==> src/rtl/vga_timing_monitor_if.sv <==
// rtl/vga_timing_monitor_if.sv - video snoop and monitor result bundle
//
// Groups the video signals under test together with the monitor results.
//   master : video source / bench side; drives hs, vs, de, r, g, b, clr_err
//   slave  : vga_timing_monitor side; drives locked, h_meas, v_meas, err,
//            frame_cnt, frame_ck, frame_valid
interface vga_timing_monitor_if #(
  parameter int COLOR_W = 4,
  parameter int CNT_W   = 12
);
  logic               hs;
  logic               vs;
  logic               de;
  logic [COLOR_W-1:0] r;
  logic [COLOR_W-1:0] g;
  logic [COLOR_W-1:0] b;
  logic               clr_err;
  logic               locked;
  logic [CNT_W-1:0]   h_meas;
  logic [CNT_W-1:0]   v_meas;
  logic [5:0]         err;
  logic [15:0]        frame_cnt;
  logic [15:0]        frame_ck;
  logic               frame_valid;

  modport master (
    output hs, vs, de, r, g, b, clr_err,
    input  locked, h_meas, v_meas, err, frame_cnt, frame_ck, frame_valid
  );

  modport slave (
    input  hs, vs, de, r, g, b, clr_err,
    output locked, h_meas, v_meas, err, frame_cnt, frame_ck, frame_valid
  );
endinterface

==> src/rtl/vga_timing_monitor.sv <==
// rtl/vga_timing_monitor.sv - VGA timing and frame monitor
//
// Snoops a VGA stream, measures line/frame geometry, checks it against the
// configured resolution, keeps sticky error flags and a per-frame checksum.
// Ports:
//   clk              pixel clock
//   rst              asynchronous active-high reset
//   mon.hs/vs/de     syncs and active-video flag under test
//   mon.r/g/b        colour channels under test
//   mon.clr_err      one-cycle pulse clearing err
//   mon.locked       geometry matches parameters
//   mon.h_meas       last measured line period (clocks)
//   mon.v_meas       last measured frame period (lines)
//   mon.err          sticky flags: [0] h period [1] hs width [2] v period
//                    [3] vs width [4] de run length [5] active line count
//   mon.frame_cnt    frames completed while locked (wraps)
//   mon.frame_ck     checksum of last completed frame
//   mon.frame_valid  one-cycle pulse when frame_ck/v_meas update
module vga_timing_monitor #(
  parameter int COLOR_W  = 4,
  parameter int H_TOTAL  = 1056,
  parameter int H_ACTIVE = 800,
  parameter int H_SYNC_W = 128,
  parameter int V_TOTAL  = 628,
  parameter int V_ACTIVE = 600,
  parameter int V_SYNC_W = 4,
  parameter int HS_POL   = 1,
  parameter int VS_POL   = 1,
  parameter int CNT_W    = 12
) (
  input  logic                 clk,
  input  logic                 rst,
  vga_timing_monitor_if.slave  mon
);

  typedef enum logic [1:0] {
    IDLE   = 2'd0,
    ACQ    = 2'd1,
    LOCKED = 2'd2
  } state_t;

  localparam logic             HS_ACT     = (HS_POL != 0);
  localparam logic             VS_ACT     = (VS_POL != 0);
  localparam logic [CNT_W-1:0] CNT_MAX    = '1;
  localparam logic [CNT_W-1:0] H_TOTAL_C  = CNT_W'(H_TOTAL);
  localparam logic [CNT_W-1:0] H_ACTIVE_C = CNT_W'(H_ACTIVE);
  localparam logic [CNT_W-1:0] H_SYNC_C   = CNT_W'(H_SYNC_W);
  localparam logic [CNT_W-1:0] V_TOTAL_C  = CNT_W'(V_TOTAL);
  localparam logic [CNT_W-1:0] V_ACTIVE_C = CNT_W'(V_ACTIVE);
  localparam logic [CNT_W-1:0] V_SYNC_C   = CNT_W'(V_SYNC_W);

  function automatic logic [CNT_W-1:0] sat_inc(input logic [CNT_W-1:0] x);
    return (x == CNT_MAX) ? x : x + CNT_W'(1);
  endfunction

  // Input sample registers
  logic               hs_q, vs_q, de_q;
  logic [COLOR_W-1:0] r_q, g_q, b_q;

  // Edge history and measurement state
  logic               hs_a_prev, vs_a_prev, de_prev;
  logic               h_seen;
  logic [CNT_W-1:0]   h_cnt, hs_w, v_cnt, vs_w, de_run, de_lines;
  logic [15:0]        ck;
  logic               frame_fail;
  state_t             state;

  // Registered outputs
  logic               locked_r;
  logic [CNT_W-1:0]   h_meas_r, v_meas_r;
  logic [5:0]         err_r;
  logic [15:0]        frame_cnt_r, frame_ck_r;
  logic               frame_valid_r;

  // Combinational decode of the sampled stream
  logic               hs_a, vs_a;
  logic               hs_lead, hs_trail, vs_lead, vs_trail, de_fall;
  logic [CNT_W-1:0]   h_per, de_lines_nxt;
  logic [5:0]         fail, new_err;
  logic [15:0]        pix, ck_next;

  always_comb begin
    hs_a     = (hs_q == HS_ACT);
    vs_a     = (vs_q == VS_ACT);
    hs_lead  = hs_a & ~hs_a_prev;
    hs_trail = ~hs_a & hs_a_prev;
    vs_lead  = vs_a & ~vs_a_prev;
    vs_trail = ~vs_a & vs_a_prev;
    de_fall  = ~de_q & de_prev;

    // A saturated counter must never alias to a legal period.
    h_per = (h_cnt == CNT_MAX) ? CNT_MAX : h_cnt + CNT_W'(1);

    // A de run ending on the vs edge cycle still belongs to the old frame.
    de_lines_nxt = de_fall ? sat_inc(de_lines) : de_lines;

    fail    = '0;
    fail[0] = hs_lead & h_seen & ((h_cnt == CNT_MAX) | (h_per != H_TOTAL_C));
    fail[1] = hs_trail & (hs_w != H_SYNC_C);
    fail[2] = vs_lead & ((v_cnt == CNT_MAX) | (v_cnt != V_TOTAL_C));
    fail[3] = vs_trail & (vs_w != V_SYNC_C);
    fail[4] = de_fall & (de_run != H_ACTIVE_C);
    fail[5] = vs_lead & (de_lines_nxt != V_ACTIVE_C);

    new_err = (state != IDLE) ? fail : 6'd0;

    pix     = 16'({r_q, g_q, b_q});
    ck_next = {ck[14:0], ck[15]} ^ pix;
  end

  // Measurement datapath
  always_ff @(posedge clk or posedge rst) begin
    if (rst) begin
      hs_q          <= ~HS_ACT;
      vs_q          <= ~VS_ACT;
      de_q          <= 1'b0;
      r_q           <= '0;
      g_q           <= '0;
      b_q           <= '0;
      hs_a_prev     <= 1'b0;
      vs_a_prev     <= 1'b0;
      de_prev       <= 1'b0;
      h_seen        <= 1'b0;
      h_cnt         <= '0;
      hs_w          <= '0;
      v_cnt         <= '0;
      vs_w          <= '0;
      de_run        <= '0;
      de_lines      <= '0;
      ck            <= '0;
      h_meas_r      <= '0;
      v_meas_r      <= '0;
      err_r         <= '0;
      frame_ck_r    <= '0;
      frame_valid_r <= 1'b0;
    end else begin
      hs_q      <= mon.hs;
      vs_q      <= mon.vs;
      de_q      <= mon.de;
      r_q       <= mon.r;
      g_q       <= mon.g;
      b_q       <= mon.b;
      hs_a_prev <= hs_a;
      vs_a_prev <= vs_a;
      de_prev   <= de_q;

      if (hs_lead) begin
        h_cnt    <= '0;
        h_meas_r <= h_per;
        h_seen   <= 1'b1;
      end else begin
        h_cnt <= sat_inc(h_cnt);
      end

      hs_w <= hs_a ? sat_inc(hs_w) : '0;

      // An hs edge coincident with the vs edge is the first line of the new frame.
      if (vs_lead) begin
        v_cnt <= hs_lead ? CNT_W'(1) : '0;
      end else if (hs_lead) begin
        v_cnt <= sat_inc(v_cnt);
      end

      if (!vs_a) begin
        vs_w <= '0;
      end else if (hs_lead) begin
        vs_w <= sat_inc(vs_w);
      end

      de_run   <= de_q ? sat_inc(de_run) : '0;
      de_lines <= vs_lead ? '0 : de_lines_nxt;

      frame_valid_r <= vs_lead;
      if (vs_lead) begin
        frame_ck_r <= ck;
        v_meas_r   <= v_cnt;
        ck         <= '0;
      end else if (de_q) begin
        ck <= ck_next;
      end

      // A failure in the clearing cycle survives the clear.
      err_r <= (mon.clr_err ? 6'd0 : err_r) | new_err;
    end
  end

  // Lock FSM
  always_ff @(posedge clk or posedge rst) begin
    if (rst) begin
      state       <= IDLE;
      locked_r    <= 1'b0;
      frame_cnt_r <= '0;
      frame_fail  <= 1'b0;
    end else begin
      case (state)
        IDLE: begin
          locked_r <= 1'b0;
          if (vs_lead) begin
            state      <= ACQ;
            frame_fail <= 1'b0;
          end
        end
        ACQ: begin
          if (vs_lead) begin
            frame_fail <= 1'b0;
            if (!(frame_fail | (|fail))) begin
              state    <= LOCKED;
              locked_r <= 1'b1;
            end
          end else begin
            frame_fail <= frame_fail | (|fail);
          end
        end
        LOCKED: begin
          if (|fail) begin
            state    <= IDLE;
            locked_r <= 1'b0;
          end else if (vs_lead) begin
            frame_cnt_r <= frame_cnt_r + 16'd1;
          end
        end
        default: begin
          state    <= IDLE;
          locked_r <= 1'b0;
        end
      endcase
    end
  end

  assign mon.locked      = locked_r;
  assign mon.h_meas      = h_meas_r;
  assign mon.v_meas      = v_meas_r;
  assign mon.err         = err_r;
  assign mon.frame_cnt   = frame_cnt_r;
  assign mon.frame_ck    = frame_ck_r;
  assign mon.frame_valid = frame_valid_r;

endmodule
==> src/flat_wrapper.sv <==
// flat-port wrapper written by rule: the top's interface ports become plain ports
module vga_timing_monitor_flat 
#(
  parameter int COLOR_W  = 4,
  parameter int H_TOTAL  = 1056,
  parameter int H_ACTIVE = 800,
  parameter int H_SYNC_W = 128,
  parameter int V_TOTAL  = 628,
  parameter int V_ACTIVE = 600,
  parameter int V_SYNC_W = 4,
  parameter int HS_POL   = 1,
  parameter int VS_POL   = 1,
  parameter int CNT_W    = 12
)
  (clk, rst, mon_hs, mon_vs, mon_de, mon_r, mon_g, mon_b, mon_clr_err, mon_locked, mon_h_meas, mon_v_meas, mon_err, mon_frame_cnt, mon_frame_ck, mon_frame_valid);
  vga_timing_monitor_if #(.COLOR_W(COLOR_W), .CNT_W(CNT_W)) mon_i ();
  input  logic clk;
  input  logic rst;
  input wire logic [$bits(mon_i.hs)-1:0] mon_hs;
  input wire logic [$bits(mon_i.vs)-1:0] mon_vs;
  input wire logic [$bits(mon_i.de)-1:0] mon_de;
  input wire logic [$bits(mon_i.r)-1:0] mon_r;
  input wire logic [$bits(mon_i.g)-1:0] mon_g;
  input wire logic [$bits(mon_i.b)-1:0] mon_b;
  input wire logic [$bits(mon_i.clr_err)-1:0] mon_clr_err;
  output wire logic [$bits(mon_i.locked)-1:0] mon_locked;
  output wire logic [$bits(mon_i.h_meas)-1:0] mon_h_meas;
  output wire logic [$bits(mon_i.v_meas)-1:0] mon_v_meas;
  output wire logic [$bits(mon_i.err)-1:0] mon_err;
  output wire logic [$bits(mon_i.frame_cnt)-1:0] mon_frame_cnt;
  output wire logic [$bits(mon_i.frame_ck)-1:0] mon_frame_ck;
  output wire logic [$bits(mon_i.frame_valid)-1:0] mon_frame_valid;
  assign mon_i.hs = mon_hs;
  assign mon_i.vs = mon_vs;
  assign mon_i.de = mon_de;
  assign mon_i.r = mon_r;
  assign mon_i.g = mon_g;
  assign mon_i.b = mon_b;
  assign mon_i.clr_err = mon_clr_err;
  assign mon_locked = mon_i.locked;
  assign mon_h_meas = mon_i.h_meas;
  assign mon_v_meas = mon_i.v_meas;
  assign mon_err = mon_i.err;
  assign mon_frame_cnt = mon_i.frame_cnt;
  assign mon_frame_ck = mon_i.frame_ck;
  assign mon_frame_valid = mon_i.frame_valid;
  vga_timing_monitor #(.COLOR_W(COLOR_W), .H_TOTAL(H_TOTAL), .H_ACTIVE(H_ACTIVE), .H_SYNC_W(H_SYNC_W), .V_TOTAL(V_TOTAL), .V_ACTIVE(V_ACTIVE), .V_SYNC_W(V_SYNC_W), .HS_POL(HS_POL), .VS_POL(VS_POL), .CNT_W(CNT_W)) u_core (.clk(clk), .rst(rst), .mon(mon_i));
endmodule
==> config.mk <==
export PLATFORM = sky130hd
export DESIGN_NAME = vga_timing_monitor_flat
export DESIGN_NICKNAME = d
export VERILOG_FILES = /design/src/rtl/vga_timing_monitor_if.sv /design/src/rtl/vga_timing_monitor.sv /design/src/flat_wrapper.sv
export SDC_FILE = /design/constraint.sdc
export NUM_CORES = 1
export LEC_CHECK = 0
export BUFFER_PORTS_ARGS = -buffer_cell sky130_fd_sc_hd__buf_2
export CELL_PAD_IN_SITES_DETAIL_PLACEMENT = 1
export CELL_PAD_IN_SITES_GLOBAL_PLACEMENT = 2
export CORE_UTILIZATION = 41
export DETAILED_ROUTE_END_ITERATION = 7
export GPL_TIMING_DRIVEN = 1
export PLACE_DENSITY_LB_ADDON = 0.1
export SYNTH_ARGS = -nofsm -noshare
export SYNTH_HDL_FRONTEND = slang
export SYNTH_SLANG_ARGS = --single-unit
==> constraint.sdc <==
create_clock -name clk -period 10.7 [get_ports clk]
set_input_delay 0 -clock clk [delete_from_list [all_inputs] [get_ports clk]]
set_output_delay 0 -clock clk [all_outputs]
set_load 0.05 [all_outputs]
== Word level (Yosys, flattened, before mapping) ==
Cells that the tools add are included.
Widths: inputs -> output; s select.
Word-level totals
  flip-flop bits (word level): 174
  latch bits: 0
  RAM bits: 0
  bits in read-only memories: 0
  input port bits: 18
  output and inout port bits: 64
  logic and storage cells: 125
  memories kept: 0
Cells by class
  $add $sub $neg: 7
  $mul: 0
  div/mod/pow operators: 0
  magnitude comparators: 0
  equal/unequal tests: 24
  shift-type cells: 0
  mux-type cells: 33
  bitwise gates (word level): 23
  reduce and logical (&&, ||, !) cells: 12
Operators by type and width (count)
  $mux 12: 16
  $add 12x1->12 const B: 6
  $eq 12x12->1 const B: 6
  $ne 12x10->1 const B: 3
  $mux 16: 2
  $add 16x1->16 const B: 1
  $xor 16x12->16: 1
  $and 1x1->1: 12
  $mux 6: 2
  $ne 12x11->1 const B: 1
  $ne 12x3->1 const B: 1
  $ne 12x8->1 const B: 1
  $ne 2x1->1 const B: 5
  $ne 2x2->1 const B: 5
  $mux 2: 4
  $reduce_bool 2->1: 4
  $mux 1: 6
  $not 1->1: 6
  $or 6x6->6: 1
  $pmux 2 s3: 1
  $reduce_and 2->1: 3
  $reduce_and 3->1: 2
  $reduce_or 6->1: 1
  $pmux 1 s2: 2
  other kinds (5): 7

== Longest topological paths before layout ==
Gate-level depths: netlist of run 1.
  word-level depth: 10
  mapped depth: 10
  depth with buffers taken out: 9

== Worst setup path after synthesis of run 1 ==
OpenSTA, ideal clock, no wires.
  kind: register -> register
  start point: register u_core.h_cnt[0]
  end point: register u_core.frame_cnt_r[1] (netlist: u_core.mon.frame_cnt[1])
  setup time: 0.125 ns
  arrival: 2.477 ns
  data required time: 10.575 ns
  slack: 8.098 ns
  cell stages (with the launch flop): 9
  path buffers: 1
  clock period less this slack: 2.602 ns
  path through: dfrtp_1 > ha_1 > or4_4 > a221oi_2 > nand4_1 > a31o_2 > buf_6 > nor3b_4 > mux2_2
On the way
  cells in the longest elaborated chain, start to end: 8
  elaborated cells on any way between the ends: 9
  classes of those cells: add/sub: 1; eq/ne: 2; mux: 1; bitwise: 3; reduce/logical: 2
RTL lines
  from (decl): RTL line vga_timing_monitor.sv:63  | logic [CNT_W-1:0] h_cnt, hs_w, v_cnt, vs_w, de_run, de_lines;
  from (signal assigned): RTL line vga_timing_monitor.sv:152  | h_cnt <= sat_inc(h_cnt);
  $add 12x1->12 / $eq 12x12->1 (equally long branches): RTL line vga_timing_monitor.sv:92, vga_timing_monitor.sv:98
  $mux 12: RTL line vga_timing_monitor.sv:92  | h_per = (h_cnt == CNT_MAX) ? CNT_MAX : h_cnt + CNT_W'(1);
  $ne 12x11->1: RTL line vga_timing_monitor.sv:98  | fail[0] = hs_lead & h_seen & ((h_cnt == CNT_MAX) | (h_per != H_TOTAL_C));
  $or 1x1->1 (*): RTL line vga_timing_monitor.sv:98
  $and 1x1->1 (*): RTL line vga_timing_monitor.sv:98
  $reduce_or 6->1 (*): RTL line vga_timing_monitor.sv:215  | if (|fail) begin
  $not 1->1 (no source line) (*)
  $reduce_and 3->1 (no source line) (*)
  to (signal assigned): RTL line vga_timing_monitor.sv:219  | frame_cnt_r <= frame_cnt_r + 16'd1;
  to (decl): RTL line vga_timing_monitor.sv:72  | logic [15:0] frame_cnt_r, frame_ck_r;
Mark *: on every way between the ends. The rest lies on a longest branch, timed or not.
A chain may end at the register's enable or synchronous reset.

== Final worst setup path of run 1 ==
  start point: register u_core.de_q
  end point: register u_core.frame_cnt_r[1] (netlist: u_core.mon.frame_cnt[1])
On the way
  cells in the longest elaborated chain, start to end: 8
  elaborated cells on any way between the ends: 9
  classes of those cells: eq/ne: 1; mux: 1; bitwise: 5; reduce/logical: 2
RTL lines
  from (decl): RTL line vga_timing_monitor.sv:57  | logic hs_q, vs_q, de_q;
  from (signal assigned): RTL line vga_timing_monitor.sv:139  | de_q <= mon.de;
  $not 1->1 (*): RTL line vga_timing_monitor.sv:89  | de_fall = ~de_q & de_prev;
  $and 1x1->1 (*): RTL line vga_timing_monitor.sv:89
  $mux 12: RTL line vga_timing_monitor.sv:95  | de_lines_nxt = de_fall ? sat_inc(de_lines) : de_lines;
  $ne 12x10->1: RTL line vga_timing_monitor.sv:103  | fail[5] = vs_lead & (de_lines_nxt != V_ACTIVE_C);
  $and 1x1->1: RTL line vga_timing_monitor.sv:103
  $reduce_or 6->1 (*): RTL line vga_timing_monitor.sv:215
  $not 1->1 (no source line) (*)
  $reduce_and 3->1 (no source line) (*)
Marks and branches as above.

==> flow_summary.json, run 1 <==
{
  "outcome": "complete, no violations",
  "powerDensity_mw_per_mm2": 167,
  "setup_tns_ns": 0,
  "die_x_um": 143,
  "final_common_cell": "dfrtp_1",
  "fp-row-count": 51,
  "yosys.cell_types.count": 66,
  "clock_skew_ns": 0.0105,
  "cts_buffers": 17,
  "antenna_found_initial": 0,
  "grt_pass1_wl_um": 32700,
  "cap_violations": 0,
  "fin_crit_sh_pct": 34.7,
  "start_util_pct": 41.9,
  "cts_tree": "done",
  "nets": 930,
  "endpoint_kind": "flip-flop",
  "required_ns": 11.02,
  "synth-edff-count": 0,
  "layout-drive-gt1-share_pct": 16.2,
  "overflow": 0,
  "drv_slew": 0,
  "max_freq_ghz": 0.270,
  "insertion_delay_ns": 0.43,
  "clock_sinks": 174,
  "post_drt_wl_per_cell_um": 16.3,
  "leakage_nw": 4.53,
  "die_h_um": 143,
  "cts-root-buf": "clkbuf_16",
  "crit_fanout": 33,
  "dieArea_mm2": 0.0205,
  "worstMarginPinSlew_ns": 1.09,
  "async_flop_share_pct": 100,
  "critPathArrivalTime_ns": 4.02,
  "yosysSeqAreaShare_pct": 53.4,
  "drc": 0,
  "worstHoldPathType": "input pin to flip-flop",
  "path_class": "flip-flop to flip-flop",
  "synth_ff_type": "dfrtp_1",
  "utilization_pct": 48.9,
  "synthCells": 812,
  "drt-vias-per-instance": 5.23,
  "grt_setup_unrepaired": "false",
  "core_area_mm2": 0.0195,
  "finalHoldViolCount": 0,
  "whs_ns": 0.208,
  "post_cts_buffers": 0,
  "cp-start-kind": "flip-flop",
  "place_congestion": 0.794,
  "ys_warn_count": 0,
  "dp_hpwl_um": 12900,
  "wl_um": 19200,
  "synthesis.area_mm2": 0.00815,
  "ctsHtreeMaxLevel": 4,
  "grtUsageTotal_pct": 20.3,
  "setup_viol": 0,
  "period_minus_slack_ns": 3.71,
  "postSynthAreaPerCell_um2": 10.0,
  "via_count": 6169,
  "drtPass1Iterations": 4,
  "clkTransAtPathRegs_ns": 0.07,
  "power_mw": 1.59,
  "ys_seq_elements": 174,
  "grt_max_degree": 93,
  "drtAntennaViolNets": 0,
  "mostFrequentLayoutCells": "dfrtp_1, nand2_1, buf_2",
  "drt_iter0_drc": 245,
  "cts_buffer_depth": 2,
  "numPortBuffers": 81,
  "io_pins": 82,
  "vdd_drop_max_mv": 0.104,
  "diodes": 0,
  "syn_nets": 841,
  "syn2layout_area_growth_pct": 16.8,
  "first_global_vias": 6499,
  "slew_headroom_pct": 27.2,
  "r2r_slack_ns": 6.99
}
[critical path: stages (launching register included)]
cell and delay [ns]:
dfrtp_1 1.06, inv_1 0.56, nand2_1 0.28, a41oi_1 0.09, or4_1 0.54, a31o_2 0.42
nor3b_4 0.28, mux2_2 0.35
[flip-flops by register name (all words and copies together), names as in the netlist, 2 cells and up]
register and flops:
u_core.g_q 4, u_core.mon.frame_cnt 16, u_core.de_run 12, u_core.state 2, u_core.b_q 4, u_core.h_cnt 12
u_core.v_cnt 12, u_core.de_lines 12, u_core.mon.frame_ck 16, u_core.mon.err 6, u_core.hs_w 12, u_core.ck 16
u_core.r_q 4, u_core.vs_w 12, u_core.mon.v_meas 12, u_core.mon.h_meas 12
[synth_stat cells, types with 3 or more instances]
cell type,instances,area share [%]
or3_1,8,0.61
xnor2_1,33,3.5
a31oi_1,6,0.46
a211oi_1,14,1.3
nor4_1,5,0.38
nor2b_1,4,0.31
mux2i_1,12,1.5
or2_2,5,0.38
nor3_1,22,1.4
buf_6,3,0.41
nor4b_2,3,0.55
nand4_1,14,1.1
and3_1,15,1.2
nand2_1,129,5.9
and4b_1,4,0.49
clkbuf_1,21,0.97
nor2_1,80,3.7
and4_1,6,0.64
buf_2,4,0.25
nor4b_1,6,0.64
o21ai_0,37,2.3
a21oi_1,16,0.98
dfrtp_1,174,53
nor3b_1,4,0.37
and2_1,19,1.5
nand3_1,32,2.0
nand2b_1,3,0.23
inv_1,29,1.3
a311oi_1,3,0.32
nor4_2,5,0.77
buf_1,4,0.18
xor2_1,35,3.8
ha_1,11,1.7
a21boi_0,5,0.46
[through the flow]
step                      std cells  instance area, um^2  setup slack [ns]
after floorplan                 812                 8150              5.98
after global placement         1130                 8780              7.10
after detailed placement       1130                 8780              6.94
after CTS                      1179                 9520              6.93
after global routing           1179                 9520              6.69
final                          1179                 9520              6.99
[path summary, 6_finish.rpt]
path	cells after the start	startpoint	endpoint
worst max-delay path	7	u_core.de_q	u_core.mon.frame_cnt[1]
worst min-delay path	2	mon_b[3]	u_core.b_q[3]
worst max register to register	7	u_core.de_q	u_core.mon.frame_cnt[1]
worst min register to register	2	u_core.mon.frame_ck[4]	u_core.mon.frame_ck[4]
max in group asynchronous	4	rst	u_core.de_lines[9]
min in group asynchronous	3	rst	u_core.de_run[9]
[cells by family after synthesis]
| group | Yosys count | share of synthesized area [%] |
|---|---|---|
| adder cells (fa/ha/maj) | 11 | 1.69 |
| AO/OA/AOI/OAI | 106 | 8.75 |
| flip-flops | 174 | 53.4 |
| XOR/XNOR | 68 | 7.30 |
| AND/OR/NAND/NOR | 377 | 23.9 |
| buffers and inverters | 62 | 3.19 |
| multiplexers | 14 | 1.75 |
[area by class of cell]
type,count,area [um^2]
Fill cell,2211,9940
Sequential cell,174,4350
Multi-Input combinational cell,576,3540
Timing Repair Buffer,102,606
Clock buffer,17,425
Tap cell,265,332
Clock inverter,15,148
Inverter,30,118
[metal layers]
metal	wire, um	up-vias	GRT usage, %
met1	9090	3129	26.9
li1	-	2961	-
met3	399	13	3.45
met5	0	-	0
met4	186	0	6.23
met2	9510	66	33.8
[power breakdown]
part           total [mW]  switching, mW  internal [mW]
clock               0.615          0.286          0.329
combinational       0.229          0.160         0.0693
sequential          0.747         0.0449          0.702
total                1.59          0.491           1.10
[what timing repair did]
action	4_1_cts	5_1_grt
endpoints found under the hold margin	112	0
hold buffers	17	0
resized for setup	0	0
No activity file was read; power rests on OpenSTA's default activity.
==> inputs of run 2 (changes only) <==
--- a/config.mk
+++ b/config.mk
@@ -5,10 +5,11 @@
 export SDC_FILE = /design/constraint.sdc
 export NUM_CORES = 1
 export LEC_CHECK = 0
+export ABC_AREA = 1
 export BUFFER_PORTS_ARGS = -buffer_cell sky130_fd_sc_hd__buf_2
 export CELL_PAD_IN_SITES_DETAIL_PLACEMENT = 1
 export CELL_PAD_IN_SITES_GLOBAL_PLACEMENT = 2
-export CORE_UTILIZATION = 41
+export CORE_UTILIZATION = 36
 export DETAILED_ROUTE_END_ITERATION = 7
 export GPL_TIMING_DRIVEN = 1
 export PLACE_DENSITY_LB_ADDON = 0.1
==> constraint.sdc (replaced) <==
create_clock -name clk -period 3.6 [get_ports clk]
set_input_delay 0 -clock clk [delete_from_list [all_inputs] [get_ports clk]]
set_output_delay 0 -clock clk [all_outputs]
set_load 0.05 [all_outputs]
==> run 2 against run 1 <==
Compared with the run above: the flow now finishes with violations (DRC); worst setup slack got worse by 6.3 ns; area after synthesis grew 0.17%; cell count increased by 13%; clock power increased to 3.1 times the previous value; combinational power increased to 3.1 times the previous value; total power rose to 3.0 times the previous value; critical path type unchanged.
==> flow_summary.json, run 2 <==
{
  "crit_family": "simple AND/OR/NAND/NOR gates",
  "setup_tns_ns": 0,
  "cp_cell_sequence": "ha_1 > inv_1 > nor2_2 > nand3_1 > inv_1 > nor2_1 > nand3_2 > a21oi_4 > and2_4 > nand3_4 > inv_2 > nand2_1 > nand2_1",
  "drv_slew": 0,
  "ctsHtreeMaxLevel": 4,
  "cts_buffer_depth": 2,
  "hold-path-endpoint": "u_core.b_q[3]",
  "drtAntennaViolNets": 0,
  "grt_setup_unrepaired": "false",
  "combPwrFrac_pct": 14.7,
  "setup_slack_ns": 0.703,
  "powerDensity_mw_per_mm2": 495,
  "antenna_found_initial": 0,
  "r2r_cells": 13,
  "intPower_mw": 3.23,
  "clock_skew_ns": 0.0152,
  "yosys.cell_types.count": 46,
  "critPathMaxStageDelay_ns": 0.45,
  "cts-root-buf": "clkbuf_16",
  "cts.repair.resized": 0,
  "fp-row-count": 54,
  "fillerInstances": 2615,
  "layout-drive-gt1-share_pct": 15.1,
  "setup_viol": 0,
  "crit_fanout": 21,
  "synthCells": 946,
  "die_h_um": 153,
  "pwr-share-seq_pct": 46.0,
  "wl_um": 19100,
  "finalHoldViolCount": 0,
  "drc": 1,
  "yosysTopAreaCell": "dfrtp_1",
  "yosysMostFrequentCell": "nand2_1",
  "ys_warn_count": 0,
  "grt_pass1_wl_um": 33200,
  "grtUsageTotal_pct": 17.5,
  "diodes": 0,
  "async_flop_share_pct": 100,
  "switching_share_pct": 32.3,
  "clkPwrFrac_pct": 39.3,
  "cts_buffers": 17,
  "cap_violations": 0,
  "final_common_cell": "nand2_1",
  "place_congestion": 0.766,
  "violations": "DRC",
  "syn_nets": 975,
  "leakage_nw": 4.48,
  "post_cts_buffers": 0,
  "period_minus_slack_ns": 2.90,
  "vdd_drop_max_mv": 0.280,
  "r2r_slack_ns": 0.70,
  "ys_seq_elements": 174,
  "postSynthAreaPerCell_um2": 8.63,
  "synth_top_area_share_pct": 53.3,
  "synth-edff-count": 0,
  "cts_tree": "done",
  "yosysSeqAreaShare_pct": 53.3,
  "dieArea_mm2": 0.0233,
  "synthesis.area_mm2": 0.00817,
  "fin_crit_sh_pct": 80.5,
  "path_class": "flip-flop to flip-flop",
  "yosys-top-cells-area": "dfrtp_1, nand2_1, inv_1, o21ai_0, nor2_1",
  "nets": 1073,
  "worstHoldPathType": "input pin to flip-flop",
  "syn2layout_area_growth_pct": 18.1,
  "drt_iter0_drc": 286,
  "whs_ns": 0.201,
  "switching_power_mw": 1.54,
  "min_delay_path_depth": 2,
  "cp_num_buf_inv": 3,
  "numPortBuffers": 81,
  "endpoint_kind": "flip-flop",
  "slew_headroom_pct": 36.0,
  "insertion_delay_ns": 0.43,
  "clkTransAtPathRegs_ns": 0.08,
  "die_x_um": 153,
  "cp.depth": 13,
  "synth_ff_type": "dfrtp_1",
  "r2r_start": "u_core.h_cnt[0]",
  "reg2reg_to": "u_core.mon.frame_cnt[12]",
  "crit_slowest_cell": "dfrtp_1",
  "required_ns": 3.97,
  "max_freq_ghz": 0.345,
  "dp_hpwl_um": 13300,
  "grt_max_degree": 175,
  "worstMarginPinSlew_ns": 0.960,
  "holdCritStartpoint": "mon_b[3]",
  "mostFrequentLayoutCells": "nand2_1, dfrtp_1, inv_1",
  "dp_slack_ns": 0.663,
  "io_pins": 82,
  "drt-vias-per-instance": 4.87,
  "core_area_mm2": 0.0220,
  "first_global_vias": 6634,
  "clock_sinks": 174,
  "outcome": "finished with violations",
  "post_drt_wl_per_cell_um": 14.3,
  "overflow": 0,
  "critPathArrivalTime_ns": 3.26,
  "start_util_pct": 37.1,
  "via_count": 6513,
  "cp-start-kind": "flip-flop",
  "drtPass1Iterations": 8,
  "synth_common_cells": "nand2_1, dfrtp_1, inv_1"
}
run 2: timing repair:
action,CTS,global route
hold endpoints to repair,195,0
hold buffers,17,0
setup endpoints to repair,0,0
run 2: cell type report:
class	count	area [um^2]	share of cell area, %
inverter	127	488	5.06
clock inverter	15	194	2.01
clock buffer	17	425	4.41
timing repair buffer	103	626	6.49
multi-input combinational	621	3210	33.3
tap	280	350	3.63
sequential	174	4350	45.1
run 2: stage by stage:
| stage | area (um^2) | power, mW | instances | utilization [%] |
|---|---|---|---|---|
| after CTS | 9650 | 4.86 | 1337 | 43.8 |
| after detailed placement | 8860 | 2.93 | 1288 | 40.2 |
| final | 9650 | 4.77 | 1337 | 43.8 |
| after global routing | 9650 | 5.02 | 1337 | 43.8 |
| after global placement | 8860 | 2.93 | 1288 | 40.2 |
| after floorplan | 8170 | 2.74 | 946 | - |
run 2: metal layers:
| layer | global-route usage, % | share of wire [%] |
|---|---|---|
| met2 | 29.2 | 48 |
| met1 | 23.5 | 49 |
| met3 | 2.99 | 2.1 |
| met4 | 4.57 | 0.95 |
| met5 | 0 | 0 |
run 2: worst max-delay path by stage:
stage | startpoint | end | slack, ns
finish | u_core.h_cnt[0] | u_core.mon.frame_cnt[12] | 0.70
global placement | u_core.h_cnt[0] | u_core.mon.frame_cnt[9] | 0.76
floorplan | rst | u_core.b_q[0] | 1.38
detailed placement | u_core.h_cnt[0] | u_core.mon.frame_cnt[12] | 0.66
CTS | u_core.h_cnt[0] | u_core.mon.frame_cnt[7] | 0.64
global route | u_core.h_cnt[0] | u_core.mon.frame_cnt[12] | 0.35
run 2: logic make-up (layout without fill, tap and decap cells):
kind of cell    Yosys count  after routing  synth area share (%)
simple gates            424            424                  23.3
flops                   174            174                  53.3
compound gates          156            156                  11.0
buf+inv                 151            262                  7.44
xor+xnor                 30             30                  3.22
fa+ha+maj                11             11                  1.69
run 2: power groups by stage:
stage | Combinational (mW) | Sequential [mW] | Clock (mW)
after floorplan | 0.312 | 2.43 | 0
after global placement | 0.693 | 2.23 | 0
after detailed placement | 0.699 | 2.23 | 0
after CTS | 0.714 | 2.20 | 1.95
after global routing | 0.779 | 2.22 | 2.03
final | 0.701 | 2.19 | 1.88
==> inputs of run 3 (changes only) <==
--- a/config.mk
+++ b/config.mk
@@ -9,7 +9,7 @@
 export BUFFER_PORTS_ARGS = -buffer_cell sky130_fd_sc_hd__buf_2
 export CELL_PAD_IN_SITES_DETAIL_PLACEMENT = 1
 export CELL_PAD_IN_SITES_GLOBAL_PLACEMENT = 2
-export CORE_UTILIZATION = 36
+export CORE_UTILIZATION = 33
 export DETAILED_ROUTE_END_ITERATION = 7
 export GPL_TIMING_DRIVEN = 1
 export PLACE_DENSITY_LB_ADDON = 0.1
==> constraint.sdc (replaced) <==
create_clock -name clk -period 2.6 [get_ports clk]
set_input_delay 0 -clock clk [delete_from_list [all_inputs] [get_ports clk]]
set_output_delay 0 -clock clk [all_outputs]
set_load 0.05 [all_outputs]
==> run 3 against run 2 <==
Compared with the run above: the run now ends clean; combinational power rose by 43%; global-route usage fell by 0.67 points; cell area rose by 2.2%; count of clock-buffer cells in the layout did not move; cell count rose by 4.3%; die area rose by 9.0%; critical endpoint is now u_core.mon.frame_cnt[2].
==> flow_summary.json, run 3 (synthesis results as in run 2) <==
{
  "cts-root-buf": "clkbuf_16",
  "place_congestion": 0.747,
  "worstMarginPinSlew_ns": 0.762,
  "grt_pass1_wl_um": 34900,
  "leakage_nw": 4.57,
  "worstHoldPathType": "input pin to flip-flop",
  "clock_skew_ns": 0.0149,
  "clock_sinks": 174,
  "diodes": 0,
  "drv_slew": 0,
  "antenna_found_initial": 0,
  "overflow": 0,
  "via_count": 6606,
  "fp-row-count": 57,
  "outcome": "complete, no violations",
  "max_freq_ghz": 0.425,
  "hold-path-endpoint": "u_core.b_q[2]",
  "critPathArrivalTime_ns": 2.68,
  "cts_buffers": 17,
  "numPortBuffers": 81,
  "fin_cells": 1395,
  "syn2layout_area_growth_pct": 20.7,
  "start_util_pct": 33.6,
  "grtUsageTotal_pct": 16.8,
  "utilization_pct": 40.5,
  "post_drt_wl_per_cell_um": 14.2,
  "crit_family": "simple AND/OR/NAND/NOR gates",
  "final_common_cell": "nand2_1",
  "setup_tns_ns": 0,
  "ctsHtreeMaxLevel": 4,
  "placed_area_mm2": 0.00904,
  "r2r_cells": 16,
  "core_area_mm2": 0.0243,
  "cts_tree": "done",
  "drc": 0,
  "critPathMaxStageDelay_ns": 0.43,
  "grt_setup_unrepaired": "false",
  "endpoint_kind": "flip-flop",
  "fin_crit_sh_pct": 90.4,
  "holdCritStartpoint": "mon_b[2]",
  "crit_start": "u_core.de_lines[0]",
  "power_mw": 6.75,
  "dieArea_mm2": 0.0254,
  "drt_iter0_drc": 321,
  "cts_buffer_depth": 2,
  "dp_hpwl_um": 13800,
  "drt-vias-per-instance": 4.74,
  "fillerInstances": 2922,
  "crit_fanout": 20,
  "dp_slack_ns": 0.118,
  "setup_viol": 0,
  "die_h_um": 159,
  "mostFrequentLayoutCells": "nand2_1, dfrtp_1, inv_1",
  "period_minus_slack_ns": 2.35,
  "cp-start-kind": "flip-flop",
  "slew_headroom_pct": 49.2,
  "nets": 1087,
  "wl_um": 19800,
  "first_global_vias": 7006,
  "setup_slack_ns": 0.249,
  "layout-drive-gt1-share_pct": 16.3,
  "vdd_drop_max_mv": 0.312,
  "cp_cell_sequence": "ha_2 > nand2_1 > nor2_2 > nand3_2 > nand3_1 > nand2_1 > inv_1 > nand3_1 > nor2_2 > nand3_1 > nand2_2 > and2_4 > nand3_4 > buf_12 > nand2_1 > o21ai_2",
  "io_pins": 82,
  "design_area_mm2": 0.00986,
  "r2r_slack_ns": 0.25,
  "whs_ns": 0.189,
  "reg2reg_to": "u_core.mon.frame_cnt[2]",
  "clkTransAtPathRegs_ns": 0.09,
  "cp_num_buf_inv": 2,
  "die_x_um": 159,
  "drtPass1Iterations": 4,
  "dp_cells": 1346,
  "path_class": "flip-flop to flip-flop",
  "insertion_delay_ns": 0.44,
  "powerDensity_mw_per_mm2": 685,
  "grt_max_degree": 138,
  "min_delay_path_depth": 2,
  "finalHoldViolCount": 0,
  "drtAntennaViolNets": 0,
  "crit_slowest_cell": "dfrtp_1",
  "required_ns": 2.93,
  "r2r_start": "u_core.de_lines[0]",
  "cap_violations": 0
}
run 3: cell count changes in the layout (fill, tap and decap cells not counted), sizes merged:
cell,previous run,this run
buf,86,100
run 3: cell type report:
type | count | area (um^2) | share of cell area (%)
inverter | 127 | 488 | 4.95
timing repair buffer | 117 | 756 | 7.66
tap | 324 | 405 | 4.11
clock buffer | 17 | 425 | 4.31
multi-input combinational | 621 | 3210 | 32.6
clock inverter | 15 | 221 | 2.25
sequential | 174 | 4350 | 44.2
run 3: power breakdown:
part           switching (mW)  total [mW]  internal [mW]  leakage [nW]
clock                    1.37        2.73           1.35         0.310
sequential              0.135        3.02           2.89          2.30
combinational           0.717        1.00          0.283          1.96
run 3: layer usage:
metal | wire [um] | vias up | track usage (%)
li1 | - | 3300 | -
met1 | 9690 | 3236 | 22.9
met2 | 9510 | 54 | 27.7
met3 | 399 | 16 | 2.89
met4 | 206 | 0 | 4.59
met5 | 0 | - | 0
run 3: worst max path at each step:
stage	endpoint	cells past startpoint
after floorplan	u_core.b_q[0]	1
after global placement	u_core.mon.frame_cnt[4]	14
after detailed placement	u_core.mon.frame_cnt[2]	14
after CTS	u_core.mon.frame_cnt[2]	14
after global routing	u_core.mon.frame_cnt[2]	15
final	u_core.mon.frame_cnt[2]	16
run 3: timing repair:
action,in CTS,in global routing
setup buffers,0,0
endpoints found under the hold margin,195,0
gates resized for setup,0,2
hold buffers,17,0
endpoints found under the setup margin,0,7
